File: config.mk
export PLATFORM = sky130hd
export DESIGN_NAME = servo_ramp_ctrl_flat
export DESIGN_NICKNAME = d
export VERILOG_FILES = /design/src/rtl/servo_pkg.sv /design/src/rtl/servo_ramp_ctrl_if.sv /design/src/rtl/servo_ramp_chan.sv /design/src/rtl/servo_ramp_ctrl.sv /design/src/flat_wrapper.sv
export SDC_FILE = /design/constraint.sdc
export NUM_CORES = 1
export LEC_CHECK = 0
export CAP_MARGIN = 30
export CELL_PAD_IN_SITES_DETAIL_PLACEMENT = 0
export CELL_PAD_IN_SITES_GLOBAL_PLACEMENT = 1
export CORE_UTILIZATION = 25
export CTS_BUF_LIST = sky130_fd_sc_hd__clkbuf_4 sky130_fd_sc_hd__clkbuf_8
export CTS_CLUSTER_SIZE = 14
export DETAILED_ROUTE_END_ITERATION = 12
export PLACE_DENSITY = 0.5
export SLEW_MARGIN = 20
export SYNTH_ARGS = -nofsm -noshare
export SYNTH_HDL_FRONTEND = slang
export SYNTH_SLANG_ARGS = --single-unit
export TNS_END_PERCENT = 30
File: constraint.sdc
create_clock -name clk -period 7.7 [get_ports clk]
set_clock_uncertainty 0.05 [all_clocks]
set_input_delay 0.77 -clock clk [delete_from_list [all_inputs] [get_ports clk]]
set_output_delay 0.77 -clock clk [all_outputs]
set_load 0.05 [all_outputs]
File: src/rtl/servo_pkg.sv
// Shared definitions for the servo driver blocks.
//   servo_state_e : per-channel ramp state (IDLE / OPENING / CLOSING)
//   DEF_*         : 100 MHz default timing constants and the counter widths
//                   they imply.
package servo_pkg;

  typedef enum logic [1:0] {
    ST_IDLE    = 2'd0,
    ST_OPENING = 2'd1,
    ST_CLOSING = 2'd2
  } servo_state_e;

  localparam int unsigned DEF_N_CH        = 2;
  localparam int unsigned DEF_FRAME_CYC   = 2_000_000;  // 20 ms
  localparam int unsigned DEF_PULSE_MIN   = 100_000;    // 1 ms
  localparam int unsigned DEF_PULSE_SPAN  = 100_000;    // +1 ms at full open
  localparam int unsigned DEF_STEP        = 500;
  localparam int unsigned DEF_IDLE_FRAMES = 50;

  localparam int unsigned DEF_CNT_W = $clog2(DEF_FRAME_CYC);
  localparam int unsigned DEF_POS_W = $clog2(DEF_PULSE_SPAN + 1);

endpackage

File: src/rtl/servo_ramp_ctrl_if.sv
// Request/status bundle between the request source and servo_ramp_ctrl.
//   open_req / close_req : level requests, one bit per channel
//   pwm                  : servo pulse outputs
//   at_open / at_closed  : end-of-travel flags
//   moving               : channel is ramping
// master = request source, slave = servo_ramp_ctrl.
interface servo_ramp_ctrl_if #(
  parameter int unsigned N_CH = 2
);
  logic [N_CH-1:0] open_req;
  logic [N_CH-1:0] close_req;
  logic [N_CH-1:0] pwm;
  logic [N_CH-1:0] at_open;
  logic [N_CH-1:0] at_closed;
  logic [N_CH-1:0] moving;

  modport master (
    output open_req, close_req,
    input  pwm, at_open, at_closed, moving
  );

  modport slave (
    input  open_req, close_req,
    output pwm, at_open, at_closed, moving
  );
endinterface

File: src/rtl/servo_ramp_chan.sv
// One servo channel: ramp FSM, position and compare registers, PWM
// output and status flags. Position and compare change only on frame_end,
// so a pulse width is never altered mid-frame.
//   clk, rst_n           : clock, async active-low reset
//   frame_end            : last cycle of the shared frame
//   frame_nxt            : frame counter value for the next cycle
//   open_req, close_req  : level requests, sampled on frame_end only
//   pwm                  : registered pulse, high while frame count < cmp
//   at_open, at_closed   : position at full open / closed
//   moving               : state is OPENING or CLOSING
// Optional build macro SERVO_IDLE_OFF_EN: after IDLE_FRAMES request-free
// frames the pulse is suppressed until the next request.
module servo_ramp_chan
  import servo_pkg::*;
#(
  parameter int unsigned FRAME_CYC   = DEF_FRAME_CYC,
  parameter int unsigned PULSE_MIN   = DEF_PULSE_MIN,
  parameter int unsigned PULSE_SPAN  = DEF_PULSE_SPAN,
  parameter int unsigned STEP        = DEF_STEP,
  parameter int unsigned IDLE_FRAMES = DEF_IDLE_FRAMES
) (
  input  logic                         clk,
  input  logic                         rst_n,
  input  logic                         frame_end,
  input  logic [$clog2(FRAME_CYC)-1:0] frame_nxt,
  input  logic                         open_req,
  input  logic                         close_req,
  output logic                         pwm,
  output logic                         at_open,
  output logic                         at_closed,
  output logic                         moving
);
  localparam int unsigned CW = $clog2(FRAME_CYC);
  localparam int unsigned PW = $clog2(PULSE_SPAN + 1);

  servo_state_e  state, state_nxt;
  logic [PW-1:0] pos, pos_nxt, pos_up, pos_dn;
  logic [PW:0]   up_sum;
  logic [CW-1:0] cmp;
  logic          go_open, go_close, sleep_eff;

  assign go_open  = open_req & ~close_req;
  assign go_close = close_req & ~open_req;

  // One bit wider so the saturating step cannot wrap; last step may be partial.
  assign up_sum = {1'b0, pos} + (PW+1)'(STEP);
  assign pos_up = (up_sum >= (PW+1)'(PULSE_SPAN)) ? PW'(PULSE_SPAN) : up_sum[PW-1:0];
  assign pos_dn = ({1'b0, pos} <= (PW+1)'(STEP)) ? '0 : pos - PW'(STEP);

  // A request that opposes the current ramp, a dropped request, or both
  // requests at once all land in IDLE without stepping; the opposite ramp
  // then starts from IDLE on the following frame.
  always_comb begin
    state_nxt = ST_IDLE;
    pos_nxt   = pos;
    if (go_open && state != ST_CLOSING && pos != PW'(PULSE_SPAN)) begin
      pos_nxt   = pos_up;
      state_nxt = (pos_up == PW'(PULSE_SPAN)) ? ST_IDLE : ST_OPENING;
    end else if (go_close && state != ST_OPENING && pos != '0) begin
      pos_nxt   = pos_dn;
      state_nxt = (pos_dn == '0) ? ST_IDLE : ST_CLOSING;
    end
  end

`ifdef SERVO_IDLE_OFF_EN
  localparam int unsigned IW = $clog2(IDLE_FRAMES + 1);

  logic [IW-1:0] idle_cnt, idle_nxt;

  always_comb begin
    idle_nxt = idle_cnt;
    if (open_req | close_req)
      idle_nxt = '0;
    else if (state_nxt == ST_IDLE && idle_cnt != IW'(IDLE_FRAMES))
      idle_nxt = idle_cnt + IW'(1);
  end

  // Use the post-update count on frame_end so the frame that enters sleep
  // emits no leading sliver of pulse.
  assign sleep_eff = frame_end ? (idle_nxt == IW'(IDLE_FRAMES))
                               : (idle_cnt == IW'(IDLE_FRAMES));

  always_ff @(posedge clk or negedge rst_n) begin
    if (!rst_n)         idle_cnt <= '0;
    else if (frame_end) idle_cnt <= idle_nxt;
  end
`else
  assign sleep_eff = 1'b0;
`endif

  always_ff @(posedge clk or negedge rst_n) begin
    if (!rst_n) begin
      state     <= ST_IDLE;
      pos       <= '0;
      cmp       <= CW'(PULSE_MIN);
      pwm       <= 1'b0;
      at_open   <= 1'b0;
      at_closed <= 1'b1;
      moving    <= 1'b0;
    end else begin
      if (frame_end) begin
        state     <= state_nxt;
        pos       <= pos_nxt;
        cmp       <= CW'(PULSE_MIN) + CW'(pos_nxt);
        at_open   <= (pos_nxt == PW'(PULSE_SPAN));
        at_closed <= (pos_nxt == '0);
        moving    <= (state_nxt != ST_IDLE);
      end
      pwm <= ~sleep_eff & (frame_nxt < cmp);
    end
  end
endmodule

File: src/rtl/servo_ramp_ctrl.sv
// N-channel hobby-servo driver with per-channel open/close ramping.
// Holds the shared frame counter and one servo_ramp_chan per channel.
//   clk   : system clock
//   rst_n : asynchronous active-low reset
//   bus   : servo_ramp_ctrl_if.slave (open_req, close_req in;
//           pwm, at_open, at_closed, moving out; N_CH bits each)
// Optional build macro SERVO_IDLE_OFF_EN enables idle pulse suppression
// inside each channel.
module servo_ramp_ctrl
  import servo_pkg::*;
#(
  parameter int unsigned N_CH        = DEF_N_CH,
  parameter int unsigned FRAME_CYC   = DEF_FRAME_CYC,
  parameter int unsigned PULSE_MIN   = DEF_PULSE_MIN,
  parameter int unsigned PULSE_SPAN  = DEF_PULSE_SPAN,
  parameter int unsigned STEP        = DEF_STEP,
  parameter int unsigned IDLE_FRAMES = DEF_IDLE_FRAMES
) (
  input  logic              clk,
  input  logic              rst_n,
  servo_ramp_ctrl_if.slave  bus
);
  localparam int unsigned CW = $clog2(FRAME_CYC);

  logic [CW-1:0]   frame_cnt, frame_nxt;
  logic            frame_end;
  logic [N_CH-1:0] pwm_v, at_open_v, at_closed_v, moving_v;

  assign frame_end = (frame_cnt == CW'(FRAME_CYC - 1));
  assign frame_nxt = frame_end ? '0 : frame_cnt + CW'(1);

  always_ff @(posedge clk or negedge rst_n) begin
    if (!rst_n) frame_cnt <= '0;
    else        frame_cnt <= frame_nxt;
  end

  for (genvar g = 0; g < N_CH; g++) begin : g_ch
    servo_ramp_chan #(
      .FRAME_CYC   (FRAME_CYC),
      .PULSE_MIN   (PULSE_MIN),
      .PULSE_SPAN  (PULSE_SPAN),
      .STEP        (STEP),
      .IDLE_FRAMES (IDLE_FRAMES)
    ) u_chan (
      .clk       (clk),
      .rst_n     (rst_n),
      .frame_end (frame_end),
      .frame_nxt (frame_nxt),
      .open_req  (bus.open_req[g]),
      .close_req (bus.close_req[g]),
      .pwm       (pwm_v[g]),
      .at_open   (at_open_v[g]),
      .at_closed (at_closed_v[g]),
      .moving    (moving_v[g])
    );
  end

  assign bus.pwm       = pwm_v;
  assign bus.at_open   = at_open_v;
  assign bus.at_closed = at_closed_v;
  assign bus.moving    = moving_v;
endmodule

File: src/flat_wrapper.sv
// flat-port wrapper written by rule: the top's interface ports become plain ports
module servo_ramp_ctrl_flat import servo_pkg::*;
#(
  parameter int unsigned N_CH        = DEF_N_CH,
  parameter int unsigned FRAME_CYC   = DEF_FRAME_CYC,
  parameter int unsigned PULSE_MIN   = DEF_PULSE_MIN,
  parameter int unsigned PULSE_SPAN  = DEF_PULSE_SPAN,
  parameter int unsigned STEP        = DEF_STEP,
  parameter int unsigned IDLE_FRAMES = DEF_IDLE_FRAMES
)
  (clk, rst_n, bus_open_req, bus_close_req, bus_pwm, bus_at_open, bus_at_closed, bus_moving);
  servo_ramp_ctrl_if #(.N_CH(N_CH)) bus_i ();
  input  logic clk;
  input  logic rst_n;
  input wire logic [$bits(bus_i.open_req)-1:0] bus_open_req;
  input wire logic [$bits(bus_i.close_req)-1:0] bus_close_req;
  output wire logic [$bits(bus_i.pwm)-1:0] bus_pwm;
  output wire logic [$bits(bus_i.at_open)-1:0] bus_at_open;
  output wire logic [$bits(bus_i.at_closed)-1:0] bus_at_closed;
  output wire logic [$bits(bus_i.moving)-1:0] bus_moving;
  assign bus_i.open_req = bus_open_req;
  assign bus_i.close_req = bus_close_req;
  assign bus_pwm = bus_i.pwm;
  assign bus_at_open = bus_i.at_open;
  assign bus_at_closed = bus_i.at_closed;
  assign bus_moving = bus_i.moving;
  servo_ramp_ctrl #(.N_CH(N_CH), .FRAME_CYC(FRAME_CYC), .PULSE_MIN(PULSE_MIN), .PULSE_SPAN(PULSE_SPAN), .STEP(STEP), .IDLE_FRAMES(IDLE_FRAMES)) u_core (.clk(clk), .rst_n(rst_n), .bus(bus_i));
endmodule
==> results.py <==
metrics = {
    "setup_path": {
        "rr_startpoint": "u_core.frame_cnt[0]$_DFF_PN0_",
        "crit_required_ns": 7.94,
        "cp-end-kind": "flop",
        "crit_slowest_cell": "nor2_1",
        "arrival_ns": 4.84,
        "r2r_setup_slack_ns": 3.10,
        "worst-setup-path-type": "reg -> reg",
        "cpMostUsedCell": "a21o_1",
        "timing.rr.end": "u_core.g_ch[1].u_chan.pwm$_DFF_PN0_",
        "worstPathCellList": "ha_1, nand3_1, nor2_1, and2_2, buf_4, nor2_1, ha_1, a21o_1, a21o_1, a21o_1, a21oi_1, nor2b_1, o211ai_1, and3_1, o21ai_0, a31o_2, a211oi_1",
        "start_kind": "flop",
        "reg2reg_depth": 17,
        "crit_fanout": 32,
        "slowest_delay_ns": 0.59,
    },
    "clock_network": {
        "cts_made_buffers": 9,
        "postCtsResizedCells": 0,
        "clk_path_buf_depth": 2,
        "cts.reportedPaths.clkPinSlew_ns": 0.10,
        "cts.sinks": 93,
        "cts_hold_buf": 0,
        "cts_tree": "done",
        "htree_levels": 3,
        "clk_latency_ns": 0.39,
        "root_buffer": "clkbuf_8",
        "post_cts_buffers": 0,
    },
    "timing": {
        "slew_headroom_pct": 36.79,
        "slew_violations": 0,
        "tns_ns": 0,
        "fin_crit_sh_pct": 59.70,
        "fmax_mhz": 217.5,
        "tightest_slew_ns": 0.9481,
        "hold_ws_ns": 0.2641,
        "hold_violations": 0,
        "grt_setup_unrepaired": "no",
        "fin_crit_ns": 4.597,
        "setup-violations-final": 0,
    },
    "final_layout": {
        "drive_gt1_share_pct": 7.136,
        "finalNetCount": 1042,
        "area_growth_pct": 7.810,
        "antenna_cells": 0,
        "fin_area_um2": 8653,
        "n_fill_cell": 3460,
    },
    "yosys": {
        "synthArstFlopShare_pct": 100.0,
        "synth_top_area_share_pct": 24.63,
        "syn_inst": 1032,
        "netlist_area_um2": 8026,
        "synth-seq-cells": 93,
        "synth-seq-area-share_pct": 29.21,
        "postSynthAreaPerCell_um2": 7.778,
        "synth.distinct_cells": 84,
        "synthTopCellsByArea": "dfrtp_1 (25%), ha_1 (7.2%), nand2_1 (5.7%)",
        "synth_edf_count": 0,
        "synth_flop_cell": "dfrtp_1",
        "yosys.area.top_type": "dfrtp_1",
        "syn_nets": 1084,
        "yosysWarnings": 0,
    },
    "floorplanning": {
        "start_util_pct": 25.44,
        "io_pins": 14,
        "fp.dieArea_um2": 32830,
        "rows": 65,
        "die_w_um": 181.2,
        "die_h_um": 181.2,
        "placeableCoreArea_um2": 31560,
    },
    "global_route": {
        "antenna_found_initial": 0,
        "overflow": 0,
        "grt_usage_pct": 17.70,
        "grt_max_degree": 66,
        "grt_pass1_vias": 7534,
        "grt_pass1_wl_um": 45480,
    },
    "job": {
        "cap_violations": 0,
    },
    "route": {
        "drtIter0Drc": 613,
        "drc": 0,
        "dr.pass1.iters": 5,
        "vias_per_cell": 5.435,
        "post_drt_wl_per_cell_um": 20.27,
        "drt-total-wl_um": 28320,
        "ant_nets": 0,
        "vias": 7593,
    },
    "placement": {
        "hpwl_um": 20720,
        "place_area_um2": 8393,
        "gp_congestion": 0.8596,
        "port_buffers": 13,
    },
    "power": {
        "peakVddDrop_v": 0.00005956,
        "power_density_nw_per_um2": 108.7,
        "power.total_mw": 0.9408,
        "leakagePower_nw": 3.813,
    },
    "hold_path": {
        "hold_class": "in -> async",
    },
    "run_status": {
        "status": "finished clean",
    },
}
routing by layer:
layer | track usage [%] | share of wire (%)
met5 | 0 | 0
met4 | 4.847 | 2.1
met3 | 1.935 | 4.2
met2 | 27.15 | 44
met1 | 25.99 | 50
per-stage QoR:
step | std cells | setup WS, ns | utilization, %
6_report | 1397 | 3.103 | 27.42
5_1_grt | 1397 | 2.704 | 27.42
4_1_cts | 1395 | 3.038 | 27.32
3_5_place_dp | 1379 | 2.865 | 26.60
3_3_place_gp | 1379 | 2.811 | 26.60
2_1_floorplan | 1032 | 3.885 | -
placed cells by master, fill, tap and decap left out, types with 7 or more instances in the layout:
master           netlist  final
or3_1                  9      9
buf_4                  8      9
inv_1                 46     46
xor2_1                12     12
a31oi_1               14     14
a21o_1                24     24
o31ai_1               11     11
nand3_1               45     45
clkbuf_8               0     10
dfstp_2               14     14
nor3_1                26     26
a211oi_1               9      9
o22ai_1                8      8
xnor2_1               32     32
nor3b_1                8      8
nand4_1               21     21
nor4_1                11     11
o21ai_0               76     76
nor2b_1               13     13
a21oi_1               50     50
o21ai_1                7      7
dfrtp_1               79     79
clkdlybuf4s50_1        0     12
and2_1                12     12
o211ai_1              14     14
and3_1                16     16
nand2_1              122    121
nor2_1                91     91
nand2b_1              11     11
ha_1                  46     46
critical path, delay by kind of cell (launching register included):
kind	cells	cell delay (ns)
buffers and inverters	1	0.44
adder cells (fa/ha/maj)	2	0.43
AO/OA/AOI/OAI	8	1.37
AND/OR/NAND/NOR	6	1.74
flip-flops	1	0.46
final cells by class:
| cell class | instances | area (µm²) | area share (%) |
|---|---|---|---|
| tap | 402 | 503.0 | 5.813 |
| multi-input combinational | 817 | 5185 | 59.92 |
| clock buffer | 11 | 145.1 | 1.677 |
| timing repair buffer | 23 | 220.2 | 2.545 |
| sequential | 93 | 2345 | 27.10 |
| inverter | 46 | 172.7 | 1.995 |
| clock inverter | 5 | 82.58 | 0.9543 |
synthesized netlist by cell type, types with 5 or more instances:
| cell | n |
|---|---|
| xor2_1 | 12 |
| nor2_1 | 91 |
| nand3_1 | 45 |
| dfrtp_1 | 79 |
| nor4_1 | 11 |
| o21ai_0 | 76 |
| o21a_1 | 6 |
| xnor2_1 | 32 |
| inv_1 | 46 |
| a211oi_1 | 9 |
| o31ai_1 | 11 |
| nor2b_1 | 13 |
| clkbuf_1 | 56 |
| nand2b_1 | 11 |
| and2_1 | 12 |
| nor3b_1 | 8 |
| buf_4 | 8 |
| o22ai_1 | 8 |
| a221oi_1 | 6 |
| buf_2 | 8 |
| a21o_1 | 24 |
| nand4_1 | 21 |
| o211ai_1 | 14 |
| a22o_1 | 6 |
| a32o_1 | 5 |
| ha_1 | 46 |
| nor4b_1 | 5 |
| a21oi_1 | 50 |
| and3_1 | 16 |
| nand2_1 | 122 |
| a22oi_1 | 6 |
| or3_1 | 9 |
| nor3_1 | 26 |
| dfstp_2 | 14 |
| a31oi_1 | 14 |
| o21ai_1 | 7 |
cells by family (layout without fill, tap and decap cells):
group / after synthesis / in the layout / synth area share (%)
buffers and inverters: 122 / 85 / 6.298
DFF: 93 / 93 / 29.21
and+or+nand+nor: 422 / 422 / 26.39
muxes: 3 / 3 / 0.3741
AOI/OAI and AO/OA: 302 / 302 / 25.75
xor gates and xnor gates: 44 / 44 / 4.801
adders and majority gates: 46 / 46 / 7.171
how the worst max path moves through the flow:
| stage | end | startpoint | cells after the start |
|---|---|---|---|
| 3_5_place_dp | u_core.g_ch[0].u_chan.cmp[13]$_DFFE_PN0N_ | bus_close_req[0] | 10 |
| 6_report | u_core.g_ch[1].u_chan.pwm$_DFF_PN0_ | u_core.frame_cnt[0]$_DFF_PN0_ | 17 |
| 4_1_cts | u_core.g_ch[0].u_chan.pwm$_DFF_PN0_ | u_core.frame_cnt[0]$_DFF_PN0_ | 17 |
| 2_1_floorplan | u_core.g_ch[0].u_chan.pwm$_DFF_PN0_ | u_core.frame_cnt[0]$_DFF_PN0_ | 19 |
| 5_1_grt | u_core.g_ch[0].u_chan.pwm$_DFF_PN0_ | u_core.frame_cnt[0]$_DFF_PN0_ | 17 |
| 3_3_place_gp | u_core.g_ch[0].u_chan.cmp[13]$_DFFE_PN0N_ | bus_close_req[0] | 10 |
report_power, final:
part / switching, mW / leakage (nW) / internal [mW]
combinational: 0.0442 / 2.68 / 0.0186
clock: 0.193 / 0.117 / 0.197
sequential: 0 / 1.01 / 0.488
total: 0.237 / 3.81 / 0.704
state kept, by name (all words and copies together), names as in the netlist:
signal	flops
u_core.g_ch.u_chan.pwm	2
u_core.g_ch.u_chan.moving	2
u_core.g_ch.u_chan.cmp	26
u_core.g_ch.u_chan.state	4
u_core.g_ch.u_chan.at_closed	2
u_core.g_ch.u_chan.pos	34
u_core.g_ch.u_chan.at_open	2
u_core.frame_cnt	21
(Power assumes the default switching activity.)
